`config.mk`:
```
export PLATFORM = sky130hd
export DESIGN_NAME = demux_1to9_clk_flat
export DESIGN_NICKNAME = d
export VERILOG_FILES = /design/src/rtl/demux_1to9_clk_if.sv /design/src/rtl/demux_1to9_clk.sv /design/src/flat_wrapper.sv
export SDC_FILE = /design/constraint.sdc
export NUM_CORES = 1
export LEC_CHECK = 0
export ABC_AREA = 0
export CAP_MARGIN = 15
export CORE_ASPECT_RATIO = 0.9
export CORE_MARGIN = 1.5
export CORE_UTILIZATION = 46
export DETAILED_ROUTE_END_ITERATION = 16
export HOLD_SLACK_MARGIN = 0.02
export PLACE_DENSITY = 0.79
export SLEW_MARGIN = 0
export SYNTH_ARGS = -nofsm -noshare
export SYNTH_HDL_FRONTEND = slang
export SYNTH_SLANG_ARGS = --single-unit
```
`constraint.sdc`:
```
create_clock -name clk -period 3 [get_ports clk]
set_input_delay 0.6 -clock clk [delete_from_list [all_inputs] [get_ports clk]]
set_output_delay 0.6 -clock clk [all_outputs]
set_load 0.005 [all_outputs]
```
`src/rtl/demux_1to9_clk_if.sv`:
```
// demux_1to9_clk_if
// Groups the beat-input handshake and the vector hand-off handshake of the
// 1-to-9 lane demultiplexer into one bundle. The producer/consumer side
// (testbench or surrounding logic) uses the master modport. The
// demultiplexer itself uses the slave modport.
interface demux_1to9_clk_if #(
    parameter int DATA_WIDTH = 8
);

    // Beat input side
    logic                        in_valid;
    logic                        in_ready;
    logic [DATA_WIDTH-1:0]       in_data;
    logic [3:0]                  in_sel;
    logic                        flush;

    // Vector output side
    logic [7:0][DATA_WIDTH-1:0]  vec;
    logic [7:0]                  mask;
    logic                        out_valid;
    logic                        out_ready;

    // Status
    logic                        sel_err;

    // Environment side: offers beats, consumes vectors
    modport master (
        output in_valid,
        output in_data,
        output in_sel,
        output flush,
        output out_ready,
        input  in_ready,
        input  vec,
        input  mask,
        input  out_valid,
        input  sel_err
    );

    // Demultiplexer side
    modport slave (
        input  in_valid,
        input  in_data,
        input  in_sel,
        input  flush,
        input  out_ready,
        output in_ready,
        output vec,
        output mask,
        output out_valid,
        output sel_err
    );

endinterface

```
`src/rtl/demux_1to9_clk.sv`:
```
// demux_1to9_clk
// Routes incoming words into one of eight registered lanes (select 0..7),
// discards select 8, and hands the collected lane bank downstream once all
// eight lanes have been written or a flush is requested.
//
// Optional feature macro: DEMUX_SEL_ERR_EN
//   defined   : selects 9..15 are dropped and raise a sticky sel_err flag
//   undefined : selects 9..15 behave exactly like the discard select 8 and
//               sel_err is tied low
module demux_1to9_clk #(
    parameter int DATA_WIDTH = 8
) (
    input  logic             clk,
    input  logic             reset,
    demux_1to9_clk_if.slave  bus
);

    localparam logic [0:0] COLLECT = 1'b0;
    localparam logic [0:0] FULL    = 1'b1;

    logic [0:0]                 state;
    logic [0:0]                 state_next;

    // Goes high at the first edge after reset releases, so that the input
    // side stays closed while reset is held and opens one cycle later.
    logic                       alive;

    logic [7:0][DATA_WIDTH-1:0] lanes;
    logic [7:0][DATA_WIDTH-1:0] lanes_next;
    logic [7:0]                 lane_mask;
    logic [7:0]                 lane_mask_next;

    logic                       accept;
    logic                       take;
    logic                       lane_hit;
    logic [7:0]                 lane_onehot;
    logic                       go_full;

`ifdef DEMUX_SEL_ERR_EN
    logic                       sel_illegal;
    logic                       err_q;
    logic                       err_next;
`endif

    // Handshake outputs come purely from registered state, so neither
    // ready nor valid has a combinational path from the opposite side.
    assign bus.in_ready  = alive && (state == COLLECT);
    assign bus.out_valid = (state == FULL);
    assign bus.vec       = lanes;
    assign bus.mask      = lane_mask;

    assign accept = bus.in_valid && bus.in_ready;
    assign take   = bus.out_valid && bus.out_ready;

    // Select decode: the top select bit clear means a real lane 0..7
    assign lane_hit    = ~bus.in_sel[3];
    assign lane_onehot = 8'b0000_0001 << bus.in_sel[2:0];

`ifdef DEMUX_SEL_ERR_EN
    assign sel_illegal = bus.in_sel[3] && (bus.in_sel[2:0] != 3'd0);
    assign bus.sel_err = err_q;
`else
    assign bus.sel_err = 1'b0;
`endif

    // Next-state and lane-bank update: writes land first, then the
    // transition decision looks at the post-write mask so a beat that
    // arrives together with flush (or completes the bank) is included.
    always_comb begin
        state_next     = state;
        lanes_next     = lanes;
        lane_mask_next = lane_mask;
        go_full        = 1'b0;
`ifdef DEMUX_SEL_ERR_EN
        err_next       = err_q;
`endif
        case (state)
            COLLECT: begin
                if (accept && lane_hit) begin
                    lanes_next[bus.in_sel[2:0]] = bus.in_data;
                    lane_mask_next              = lane_mask | lane_onehot;
                end
`ifdef DEMUX_SEL_ERR_EN
                if (accept && sel_illegal) begin
                    err_next = 1'b1;
                end
`endif
                if (lane_mask_next == 8'hFF) begin
                    go_full = 1'b1;
                end else if (bus.flush && (lane_mask_next != 8'h00)) begin
                    go_full = 1'b1;
                end
                if (go_full) begin
                    state_next = FULL;
                end
            end
            FULL: begin
                if (take) begin
                    lanes_next     = '0;
                    lane_mask_next = 8'h00;
                    state_next     = COLLECT;
                end
            end
            default: begin
                lanes_next     = '0;
                lane_mask_next = 8'h00;
                state_next     = COLLECT;
            end
        endcase
    end

    // State, lane bank and mask registers; reset discards any partial or
    // pending vector immediately without waiting for a clock edge.
    always_ff @(posedge clk or posedge reset) begin
        if (reset) begin
            state     <= COLLECT;
            alive     <= 1'b0;
            lanes     <= '0;
            lane_mask <= 8'h00;
        end else begin
            state     <= state_next;
            alive     <= 1'b1;
            lanes     <= lanes_next;
            lane_mask <= lane_mask_next;
        end
    end

`ifdef DEMUX_SEL_ERR_EN
    // Sticky illegal-select flag, cleared only by reset
    always_ff @(posedge clk or posedge reset) begin
        if (reset) begin
            err_q <= 1'b0;
        end else begin
            err_q <= err_next;
        end
    end
`endif

endmodule

```
`src/flat_wrapper.sv`:
```
// flat-port wrapper written by rule: the top's interface ports become plain ports
module demux_1to9_clk_flat 
#(
    parameter int DATA_WIDTH = 8
)
  (clk, reset, bus_in_valid, bus_in_data, bus_in_sel, bus_flush, bus_out_ready, bus_in_ready, bus_vec, bus_mask, bus_out_valid, bus_sel_err);
  demux_1to9_clk_if #(.DATA_WIDTH(DATA_WIDTH)) bus_i ();
  input  logic clk;
  input  logic reset;
  input wire logic [$bits(bus_i.in_valid)-1:0] bus_in_valid;
  input wire logic [$bits(bus_i.in_data)-1:0] bus_in_data;
  input wire logic [$bits(bus_i.in_sel)-1:0] bus_in_sel;
  input wire logic [$bits(bus_i.flush)-1:0] bus_flush;
  input wire logic [$bits(bus_i.out_ready)-1:0] bus_out_ready;
  output wire logic [$bits(bus_i.in_ready)-1:0] bus_in_ready;
  output wire logic [$bits(bus_i.vec)-1:0] bus_vec;
  output wire logic [$bits(bus_i.mask)-1:0] bus_mask;
  output wire logic [$bits(bus_i.out_valid)-1:0] bus_out_valid;
  output wire logic [$bits(bus_i.sel_err)-1:0] bus_sel_err;
  assign bus_i.in_valid = bus_in_valid;
  assign bus_i.in_data = bus_in_data;
  assign bus_i.in_sel = bus_in_sel;
  assign bus_i.flush = bus_flush;
  assign bus_i.out_ready = bus_out_ready;
  assign bus_in_ready = bus_i.in_ready;
  assign bus_vec = bus_i.vec;
  assign bus_mask = bus_i.mask;
  assign bus_out_valid = bus_i.out_valid;
  assign bus_sel_err = bus_i.sel_err;
  demux_1to9_clk #(.DATA_WIDTH(DATA_WIDTH)) u_core (.clk(clk), .reset(reset), .bus(bus_i));
endmodule
```
* Word-level counts from Yosys, hierarchy flattened
Index checks and enable logic that the tools add are counted.
** Word-level totals
- Flip-flop bits (word level) :: 74
- Output and inout port bits :: 75
- Word-level logic and storage cells :: 44
** Operators by class
- Magnitude comparators :: 2
- Equality and inequality tests :: 3
- Shift operators :: 1
- Muxes and demuxes :: 16
- Bitwise operators :: 3
- Reduce and logical (&&, ||, !) cells :: 8
** Operator list (number)
- $mux 64 :: 2
- $pmux 64 s2 :: 1
- $bwmux 64 :: 1
- $mux 8 :: 4
- $demux 8 s3 :: 1
- $pmux 8 s2 :: 1
- $eq 8x8->1 const B :: 1
- $or 8x8->8 :: 1
- $reduce_bool 8->1 :: 1
- $shl 1x3->8 const A :: 1
- $logic_and 1x1->1 :: 6
- $mux 1 :: 5
- $lt 3x4->1 const B :: 1
- $ne 2x2->1 const B :: 2
- $ge 3x1->1 const B :: 1
- $not 1->1 :: 2
- $pmux 1 s2 :: 1
- $reduce_and 2->1 :: 1

* Logic depth before layout (Yosys ltp)
- Depth after elaboration :: 13
- Mapped depth :: 7
- Depth with buffers taken out :: 5

* Least setup slack after synthesis
No wires, ideal clock.
- Path kind :: input-to-reg
- Start :: input bus_in_sel[3]
- End :: register u_core.lanes (netlist bit u_core.bus.vec[0])
- Library setup time :: 121 ps
- Arrival time :: 1646 ps
- Data required time :: 2879 ps
- Setup slack :: 1233 ps
- Stages :: 5
- Path through :: and4bb_4 nand2b_4 nor3_4 o21ai_2 a22o_1
** Between the ends
- Longest elaborated chain between the ends :: 4
** RTL lines
- start: declaration :: RTL line flat_wrapper.sv:12 : input wire logic [$bits(bus_i.in_sel)-1:0] bus_in_sel;
- $not 1->1 :: RTL line demux_1to9_clk.sv:56 : assign lane_hit = ~bus.in_sel[3];
- $logic_and 1x1->1 :: RTL line demux_1to9_clk.sv:79 : if (accept && lane_hit) begin
- $ne 2x2->1 (no source line)
- $reduce_and 2->1 (no source line)
- end signal: assignment :: RTL line demux_1to9_clk.sv:123 : lanes <= lanes_next;
- end: declaration :: RTL line demux_1to9_clk.sv:28 : logic [7:0][DATA_WIDTH-1:0] lanes;
Every way passes these cells.
A chain may end at the register's enable or synchronous reset.

* Final worst setup path
- Start :: input bus_in_sel[1]
- End :: register u_core.state (netlist: u_core.bus.out_valid)
** Between the ends
- Longest elaborated chain between the ends :: 11
** RTL lines
- $shl 1x3->8 * :: RTL line demux_1to9_clk.sv:57 : assign lane_onehot = 8'b0000_0001 << bus.in_sel[2:0];
- $or 8x8->8 * :: RTL line demux_1to9_clk.sv:81 : lane_mask_next = lane_mask | lane_onehot;
- $mux 8 * :: RTL line demux_1to9_clk.sv:79
- $mux 8 * :: RTL line demux_1to9_clk.sv:77 : case (state)
- $reduce_bool 8->1 :: RTL line demux_1to9_clk.sv:90 : end else if (bus.flush && (lane_mask_next != 8'h00)) begin
- $logic_and 1x1->1 :: RTL line demux_1to9_clk.sv:90
- $mux 1 :: RTL line demux_1to9_clk.sv:90
- $mux 1 * :: RTL line demux_1to9_clk.sv:88 : if (lane_mask_next == 8'hFF) begin
- $mux 1 * :: RTL line demux_1to9_clk.sv:77
- $mux 1 * :: RTL line demux_1to9_clk.sv:93 : if (go_full) begin
- $pmux 1 s2 * :: RTL line demux_1to9_clk.sv:77
- named net u_core.state_next :: RTL line demux_1to9_clk.sv:22 : logic [0:0] state_next;
- end signal: assignment :: RTL line demux_1to9_clk.sv:121 : state <= state_next;
- end: declaration :: RTL line demux_1to9_clk.sv:21 : logic [0:0] state;
Mark *: on every way through the listed nets, which the timed path passes. The rest lies on a longest branch. The select of a mux whose other input is x is not followed.

==> qor.csv <==
stage,metric,value,unit
synthesis,post-synthesis async set-or-reset flop share,100,%
sta,worst rel slew slack,61.5,%
sta,Fin Setup TNS,0,ns
synthesis,top-area cell type share of the netlist area,63.1,%
clock_tree,worst skew pair latency,0.35,ns
power_and_ir_drop,combinational power share,20.5,%
layout,Inserted Diodes,0,
power_and_ir_drop,Net Sw Frac,28.4,%
layout,"Net count, final",322,
floorplanning,Chip Width,87.2,um
floorplanning,Initial Util,47.7,%
placed_design,hpwl dp,5170,um
global_route,vias in the first global route,2154,
synthesis,Synth cell types,36,
sta,Max Slew Vio Count,0,
synthesis,#FFs+latches synth,74,
synthesis,leading post-synthesis cells by cell area,"dfrtp_1, a22o_1, a21oi_1",
synthesis,number of synthesized flops with an enable pin,0,
sta,count of final setup violators,0,
setup_path,CP max FO,11,
floorplanning,num rows,27,
setup_path,startpoint types,input pin,
power_and_ir_drop,Switching Power,0.688,mW
power_and_ir_drop,Lkg Pwr,1.85,nW
synthesis,cell taking the most area after synthesis,dfrtp_1,
setup_path,critical path's slowest cell,clkdlybuf4s50_1,
clock_tree,CTS Buf Count,9,
clock_tree,"Reg clk slew, reported paths",0.08,ns
sta,Peak Freq,463,MHz
sta,Worst-Margin Slew,0.574,ns
status,status,completed,
synthesis,top-count cell post-synth,dfrtp_1,
global_route,pin count of the biggest net entering global routing,33,
setup_path,Worst path max stage delay,0.83,ns
setup_path,critical path class,in2reg,
synthesis,synthesized area per cell,13.7,um^2
floorplanning,Die ar.,0.00686,mm^2
synthesis,Syn. warnings,0,
clock_tree,Post-CTS Setup Repair Bufs,0,
layout,post-layout util,67.3,%
power_and_ir_drop,Power Density,585,mW/mm^2
route,Routed WL per cell,19.1,um
clock_tree,clk buf depth,2,
clock_tree,PostCTS Resize Cnt,0,
layout,Syn-to-layout area delta,41.1,%
route,DR iter-0 viols,150,
sta,Layout Skew,0.00571,ns
global_route,GRT Overall Usage,22.9,%
power_and_ir_drop,clock network power share,33.5,%
placed_design,gpl congestion,0.910,
setup_path,critical path arrival,2.43,ns
layout,ratio of cells with drive above 1 in the final layout,13.9,%
floorplanning,Ports,92,
route,"antenna viol nets, final",0,
global_route,initial antenna violation count,0,
sta,Final min period,2.16,ns
synthesis,sequential fraction of the synthesis area,63.1,%
route,final WL,7560,um
route,vias per cell,5.60,
route,DR pass1 iterations,4,
global_route,grt total ovfl,0,
sta,RSZ-0062 raised after global routing,false,
job,max cap viols,0,
clock_tree,clk sinks,74,
route,DRC viols,0,
power_and_ir_drop,Pint,1.73,mW
setup_path,worst endpoint required time,3.27,ns
synthesis,Mapped Area,0.00293,mm^2
clock_tree,clk root buf,clkbuf_8,
setup_path,crit-path cells,clkdlybuf4s50_1 -> nor3b_1 -> a21oi_1 -> nor4_1 -> o2111ai_1 -> a22oi_2,
sta,final hold violations,0,
setup_path,CP endpoint kind,flip-flop,
floorplanning,chip height,78.8,um
power_and_ir_drop,register share of total power,46.0,%
route,DR vias,2225,
hold_path,Hold Crit Class,reg2reg,
power_and_ir_drop,VDD IR max,279,uV
clock_tree,CTS tree,done,
synthesis,Post-synth top cells,"dfrtp_1, a22o_1, a21oi_1",
placed_design,port bufs,90,
global_route,global-route wire length before repair,11700,um
clock_tree,# H-tree levels,3,
clock_tree,Post-CTS Hold Buffers,0,
synthesis,cells after synthesis,214,
synthesis,Post-synth top flop,dfrtp_1,
floorplanning,core area,0.00615,mm^2
sta,period utilization,72.0,%
synthesis,Syn Nets,231,
sequential cells by signal, summed over array words and instances, names as in the netlist:
register,flops
u_core.bus.vec,64
u_core.bus.mask,8
u_core.alive,1
u_core.bus.out_valid,1
stage by stage:
step | worst slack (ns) | cells | power [mW] | hold slack [ns] | area (um^2)
2_1_floorplan | 0.518 | 214 | 1.39 | 0.489 | 2930
3_3_place_gp | 0.594 | 381 | 1.62 | 0.484 | 3930
3_5_place_dp | 0.486 | 381 | 1.63 | 0.480 | 3930
4_1_cts | 0.857 | 397 | 2.44 | 0.505 | 4140
5_1_grt | 0.746 | 397 | 2.52 | 0.517 | 4140
6_report | 0.839 | 397 | 2.42 | 0.505 | 4140
final cells by class:
class	count	area (um^2)
Inverter	3	11.3
Fill cell	472	2010
Sequential cell	74	1850
Clock inverter	5	60.1
Clock buffer	11	151
Tap cell	87	109
Multi-Input combinational cell	119	982
Timing Repair Buffer	98	973
cells by family after synthesis:
logic type | synth area share (%)
buffers and inverters | 3.37
AND/OR/NAND/NOR | 8.62
flip-flops | 63.1
AO/OA/AOI/OAI | 24.6
other | 0.256
metal layers:
layer	vias to the layer above	wire, um	track usage (%)
met5	-	0	0
met4	0	58	6.19
met3	8	519	6.44
met2	97	3610	34.4
met1	1122	3380	32.8
li1	998	-	-
power groups by stage:
stage,logic [mW],clock network (mW),registers (mW)
2_1_floorplan,0.269,0,1.12
3_3_place_gp,0.486,0,1.13
3_5_place_dp,0.498,0,1.13
4_1_cts,0.500,0.824,1.11
5_1_grt,0.538,0.865,1.12
6_report,0.497,0.811,1.11
final timing paths:
kind,cells past startpoint,slack (ns),end,startpoint
hold / removal,1,0.51,u_core.bus.vec[22],u_core.bus.vec[22]
hold reg to reg,1,0.51,u_core.bus.vec[22],u_core.bus.vec[22]
setup / recovery,6,0.84,u_core.bus.out_valid,bus_in_sel[1]
min in group asynchronous,2,0.62,u_core.bus.vec[38],reset
max in group asynchronous,3,1.74,u_core.bus.vec[3],reset
setup reg to reg,5,1.26,u_core.bus.vec[15],u_core.bus.out_valid
worst max-delay path, delay by kind of cell:
family	cells	cell delay, ns
compound gates	3	0.46
simple gates	2	0.54
buf+inv	1	0.83
placed cells by master (no fill, tap or decap), drive strengths merged:
cell type      synthesis  layout
clkdlybuf4s50          0      90
dfrtp                 74      74
a22o                  64      64
clkbuf                 2      11
a21oi                 10      10
nor2                   9       9
o21ai                  9       9
buf                   16       8
inv                    3       5
nor4                   4       4
nand2                  3       3
nor3                   3       3
nand3                  2       2
conb                   2       2
nand2b                 2       2
nand4bb                1       1
and4bb                 1       1
a31oi                  1       1
nor3b                  1       1
a41oi                  1       1
nor4b                  1       1
nor2b                  1       1
o22a                   1       1
o2111ai                1       1
a22oi                  1       1
o22ai                  1       1
clkinvlp               0       1
clkinv                 0       1
bufinv                 0       1
Note: power is estimated with default switching activity, not from simulation.
